## src/rtl/as5_event_logger_if.sv

```systemverilog
// ----------------------------------------------------------------------------
// as5_event_logger_if
// Record drain channel of the event logger (valid/ready).
//   out_valid : head record is available          (logger -> consumer)
//   out_ready : consumer accepts head this cycle   (consumer -> logger)
//   out_data  : {ts[TS_W-1:0], snap[5:0], chg[5:0]} (logger -> consumer)
// ----------------------------------------------------------------------------
interface as5_event_logger_if #(
    parameter int TS_W = 8
);
    logic              out_valid;
    logic              out_ready;
    logic [TS_W+11:0]  out_data;

    modport master (output out_valid, output out_data, input out_ready);
    modport slave  (input out_valid, input out_data, output out_ready);
endinterface

```

## src/rtl/as5_event_logger.sv

```systemverilog
// ----------------------------------------------------------------------------
// as5_event_logger
// Samples {z,y,x,w} every clock, detects changes between consecutive samples
// and queues a timestamped record per change in a small FIFO drained over a
// valid/ready channel.
//
// Ports:
//   clk, rst   : clock, synchronous active-high reset
//   w, x, y, z : upstream signals (z is 3 bits)
//   out_if     : record channel (master side), see as5_event_logger_if
//   overflow   : sticky, set when an event was dropped on a full FIFO
//   drop_cnt   : saturating dropped-event count
//
// Build option: define AS5_DROP_COUNT_EN to implement drop_cnt; otherwise it
// is tied to zero. overflow is present in both builds.
// ----------------------------------------------------------------------------
module as5_event_logger #(
    parameter int TS_W  = 8,
    parameter int DEPTH = 4
) (
    input  logic                  clk,
    input  logic                  rst,
    input  logic                  w,
    input  logic                  x,
    input  logic                  y,
    input  logic [2:0]            z,
    as5_event_logger_if.master    out_if,
    output logic                  overflow,
    output logic [7:0]            drop_cnt
);
    localparam int AW     = $clog2(DEPTH);
    localparam int RW     = TS_W + 12;
    localparam int STAGES = 1;
    localparam logic [AW:0] FULL = (AW+1)'(DEPTH);

    logic [5:0]      s, p;
    logic [STAGES:0] vld_pipe;   // [0]: s loaded, [STAGES]: s/p comparison valid
    logic [TS_W-1:0] ts;

    logic [RW-1:0]   mem [DEPTH];
    logic [AW-1:0]   rd_ptr, wr_ptr;
    logic [AW:0]     count;

    logic [5:0]      chg;
    logic            push_req, pop, push_ok, drop;

    // Change detect is gated until p holds a real sample, so the reset
    // baseline never produces an event.
    always_comb begin
        chg      = vld_pipe[STAGES] ? (s ^ p) : 6'd0;
        push_req = |chg;
        pop      = out_if.out_valid & out_if.out_ready;
        // A full FIFO still accepts when the head leaves in the same cycle.
        push_ok  = push_req & ((count != FULL) | pop);
        drop     = push_req & ~push_ok;
    end

    always_ff @(posedge clk) begin
        if (rst) begin
            s        <= '0;
            p        <= '0;
            vld_pipe <= '0;
            ts       <= '0;
            rd_ptr   <= '0;
            wr_ptr   <= '0;
            count    <= '0;
            overflow <= 1'b0;
        end else begin
            s        <= {z, y, x, w};
            p        <= s;
            vld_pipe <= {vld_pipe[STAGES-1:0], 1'b1};
            ts       <= ts + 1'b1;
            if (push_ok) wr_ptr <= wr_ptr + 1'b1;
            if (pop)     rd_ptr <= rd_ptr + 1'b1;
            case ({push_ok, pop})
                2'b10:   count <= count + 1'b1;
                2'b01:   count <= count - 1'b1;
                default: ;
            endcase
            if (drop) overflow <= 1'b1;
        end
    end

    // Storage needs no reset: entries are only visible while count != 0.
    always_ff @(posedge clk) begin
        if (!rst && push_ok) mem[wr_ptr] <= {ts, s, chg};
    end

    assign out_if.out_valid = (count != '0);
    assign out_if.out_data  = out_if.out_valid ? mem[rd_ptr] : '0;

`ifdef AS5_DROP_COUNT_EN
    logic [7:0] drop_q;

    always_ff @(posedge clk) begin
        if (rst)                          drop_q <= '0;
        else if (drop && drop_q != 8'hFF) drop_q <= drop_q + 1'b1;
    end

    assign drop_cnt = drop_q;
`else
    assign drop_cnt = 8'd0;
`endif

endmodule

```

## src/flat_wrapper.sv

```systemverilog
// flat-port wrapper written by rule: the top's interface ports become plain ports
module as5_event_logger_flat 
#(
    parameter int TS_W  = 8,
    parameter int DEPTH = 4
)
  (clk, rst, w, x, y, z, overflow, drop_cnt, out_if_out_valid, out_if_out_data, out_if_out_ready);
  as5_event_logger_if #(.TS_W(TS_W)) out_if_i ();
  input  logic clk;
  input  logic rst;
  input  logic w;
  input  logic x;
  input  logic y;
  input  logic [2:0] z;
  output logic overflow;
  output logic [7:0] drop_cnt;
  output wire logic [$bits(out_if_i.out_valid)-1:0] out_if_out_valid;
  output wire logic [$bits(out_if_i.out_data)-1:0] out_if_out_data;
  input wire logic [$bits(out_if_i.out_ready)-1:0] out_if_out_ready;
  assign out_if_out_valid = out_if_i.out_valid;
  assign out_if_out_data = out_if_i.out_data;
  assign out_if_i.out_ready = out_if_out_ready;
  as5_event_logger #(.TS_W(TS_W), .DEPTH(DEPTH)) u_core (.clk(clk), .rst(rst), .w(w), .x(x), .y(y), .z(z), .out_if(out_if_i), .overflow(overflow), .drop_cnt(drop_cnt));
endmodule
```

## config.mk

```make
export PLATFORM = sky130hd
export DESIGN_NAME = as5_event_logger_flat
export DESIGN_NICKNAME = d
export VERILOG_FILES = /design/src/rtl/as5_event_logger_if.sv /design/src/rtl/as5_event_logger.sv /design/src/flat_wrapper.sv
export SDC_FILE = /design/constraint.sdc
export NUM_CORES = 1
export LEC_CHECK = 0
export CORE_UTILIZATION = 37
export CTS_CLUSTER_SIZE = 12
export DETAILED_ROUTE_END_ITERATION = 8
export SYNTH_ARGS = -nofsm -noshare
export SYNTH_HDL_FRONTEND = slang
export SYNTH_SLANG_ARGS = --single-unit
```

## constraint.sdc

```tcl
create_clock -name clk -period 2.3 [get_ports clk]
set_input_delay 0.46 -clock clk [delete_from_list [all_inputs] [get_ports clk]]
set_output_delay 0.46 -clock clk [all_outputs]
set_load 0.005 [all_outputs]
```

==> flow_metrics.tcl <==
set metrics [dict create \
    drt_wl_total_um 7511 \
    clkSlewWorstSetupHoldPaths_ns 0.07 \
    cts.sinks 112 \
    ys_types 30 \
    crit_top_cell "buf_6" \
    fp.dieW_um 110.9 \
    track_usage 0.1321 \
    rsz0062_at_grt "yes" \
    reg2reg_from "u_core.p[4]$_SDFF_PP0_" \
    rr_worst_depth 9 \
    critPathKind "reg -> out" \
    cts-root-buf "clkbuf_16" \
    drt_iter0_drc 64 \
    grt-ovfl-total 0 \
    grt_max_degree 31 \
    fin_worst_skew_ns 0.006271 \
    vias 2253 \
    cp_slowest_cell "mux4_2" \
    start_kind "flop" \
    netlist_area_um2 4389 \
    die_h_um 110.9 \
    final_cell_area_um2 5443 \
    arrival_ns 1.85 \
    firstDrtPassIters 4 \
    synth_top_family_by_area "multiplexers" \
    synthCells 265 \
    utilization 0.4746 \
    worst-path-max-fanout 5 \
    crit_chain "buf_12 -> buf_6 -> buf_6 -> mux4_2 -> and2_4 -> buf_6" \
    violations "negative setup slack" \
    drv_slew 0 \
    place_ws_ns -0.4648 \
    hold_viol_final 0 \
    syn_to_final_growth_pct 24.00 \
    n_antenna_cell 0 \
    holdCritStartpoint "u_core.vld_pipe[0]$_DFF_P_" \
    syn_avg_cell_area_um2 16.56 \
    via_per_inst 4.704 \
    ant_nets 0 \
    io_buffers 30 \
    coreArea_um2 11470 \
    synth_mux_area_frac 0.1026 \
    worstSkewPairLatency_ns 0.35 \
    p_leak_uw 0.001967 \
    timing.final.crit_share 1.004 \
    synth_compound_area_frac 0.01881 \
    io_pins 39 \
    die-area_um2 12300 \
    grt_pass1_wl_um 12010 \
    drc 0 \
    place_area_um2 5031 \
    r2r_setup_slack_ns 0 \
    drive_gt1_frac 0.3006 \
    drv_cap 0 \
    cts_made_buffers 9 \
    cp_num_buf_inv 4 \
    finalWorstSetupSlack_ns -0.008835 \
    cts.htree.levels 3 \
    status "finished with violations" \
    final_nets 347 \
    min_path_type "reg -> reg" \
    whs_endpoint "u_core.vld_pipe[1]$_SDFF_PP0_" \
    cts_hold_buf 0 \
    fmax_mhz 433.1 \
    synthXorXnorAreaFrac 0.03193 \
    globalplace.congestion 0.6748 \
    grt_pass1_vias 2339 \
    yosysSeqAreaShare 0.6933 \
    worst_hold_slack_ns 0.4577 \
    synth_fa_ha_area_frac 0.02166 \
    ys_ff_latch 112 \
    avgRoutedWirePerCell_um 15.68 \
    hold_depth 1 \
    fin_tns_setup_ns -0.008835 \
    cp-end-kind "output pin" \
    cts_tree "yes" \
    worstPathRequired_ns 1.84 \
    antenna_found_initial 0 \
    finalSetupViolations 1 \
    hpwl_um 4646 \
    clockBufferDepth 2 \
    critical_path.top_delay_family "multiplexers" \
    power_density_nw_per_um2 964.9 \
    r2r-end "u_core.count[2]$_SDFFE_PP0P_" \
    slowest_delay_ns 0.50 \
    post-route-min-period_ns 2.309 \
    yosys_warnings 0 \
    irDropWorstVdd_v 0.0005103 \
    std_cell_rows 39 \
    start_util 0.3828 \
    synthSimpleGateAreaFrac 0.1021 \
]
[routing by layer]
layer	global-route usage	wire, µm	share of wire	vias to the layer above
met4	0.06844	169	0.023	0
li1	-	-	-	1092
met1	0.1648	3405	0.45	1118
met5	0	0	0	-
met2	0.2149	3734	0.50	31
met3	0.03007	201	0.027	12
[synth_stat cells (all sizes together)]
cell type	n	area (µm²)
buf	11	73.82
a21oi	2	10.01
dfxtp	32	640.6
o21a	1	7.510
xnor2	3	26.28
or3	2	12.51
or4b	1	13.76
nor2b	14	87.58
nand3	5	25.02
inv	8	30.03
a2111oi	2	17.52
nand2	1	11.26
nor2	14	52.55
a311o	2	20.02
o21ai	1	5.000
fa	1	20.02
edfxtp	80	2402
a211oi	2	15.01
mux4	20	450.4
and2	31	193.9
and4	2	17.52
conb	1	3.750
ha	6	75.07
xor2	13	113.9
and3	2	12.51
nor4	1	21.27
clkbuf	6	22.52
a21o	1	7.510
[timing repair]
action                                 4_1_cts  5_1_grt
endpoints found under the hold margin        0        0
gates cloned                                 1        0
setup endpoints to repair                   21       19
pin swaps                                   12        3
buffers inserted                            13        1
gates resized for setup                     63       26
[worst register-to-register path, stage by stage, from the launching register on]
cell	delay, ns
dfxtp_2	0.33
xor2_2	0.20
nor4_4	0.39
a21o_1	0.18
ha_2	0.17
inv_1	0.05
fa_2	0.33
xor2_1	0.15
or3_1	0.32
a21oi_2	0.12
[worst max path at each step]
stage,endpoint,depth (start not counted),slack (ns),from
after floorplan,u_core.count[2]$_SDFFE_PP0P_,9,0.02,out_if_out_ready
after global placement,u_core.count[2]$_SDFFE_PP0P_,10,-0.41,out_if_out_ready
after detailed placement,u_core.count[2]$_SDFFE_PP0P_,10,-0.46,out_if_out_ready
after CTS,out_if_out_data[16],7,-0.09,flop
after global routing,u_core.count[2]$_SDFFE_PP0P_,9,-0.11,u_core.s[4]$_SDFF_PP0_
final,out_if_out_data[9],6,-0.009,flop
[power breakdown]
part	total, µW	internal (µW)	leakage (µW)	switching (µW)
logic	1550	963	0.000843	586
clock network	1390	734	0.000120	651
registers	2320	2240	0.00100	76.5
total	5250	3940	0.00197	1310
[area by class of cell]
class                      instances  area (µm²)
clock buffer                      13       240.2
clock inverter                     3       20.02
fill                             975        6025
inverter                           8       30.03
multi-input combinational        135        1290
sequential                       112        3052
tap                              143       178.9
timing repair buffer              65       631.9
[through the flow]
step	total power [µW]	cells
after floorplan	3045	272
after global placement	3707	450
after detailed placement	3720	450
after CTS	5287	480
after global routing	5511	479
final	5251	479
[kinds of logic after synthesis]
group	Yosys count
AOI/OAI and AO/OA	11
xor gates and xnor gates	16
adders and majority gates	7
buffers and inverters	25
DFF	112
muxes	20
other	1
and+or+nand+nor	73
[cells in the final DEF (no fill, tap or decap), types with 9 or more instances in the layout]
master           Yosys  layout
xor2_1              13      12
clkbuf_2             0       9
and2_1              31      20
clkdlybuf4s50_1      0       9
buf_6                0      11
dfxtp_1             32      29
clkbuf_16            0       9
mux4_2              20      20
buf_4                8      20
nor2_1              14      14
edfxtp_1            80      80
and2_4               0      11
nor2b_1             14      14
[sequential cells by signal, summed over array words and instances (netlist names), named ones only]
| name | count |
|---|---|
| u_core.s | 6 |
| u_core.ts | 8 |
| u_core.rd_ptr | 2 |
| u_core.vld_pipe | 2 |
| u_core.wr_ptr | 2 |
| u_core.p | 6 |
| u_core.overflow | 1 |
| u_core.mem | 80 |
| u_core.count | 3 |
No activity file was read; power rests on OpenSTA's default activity.
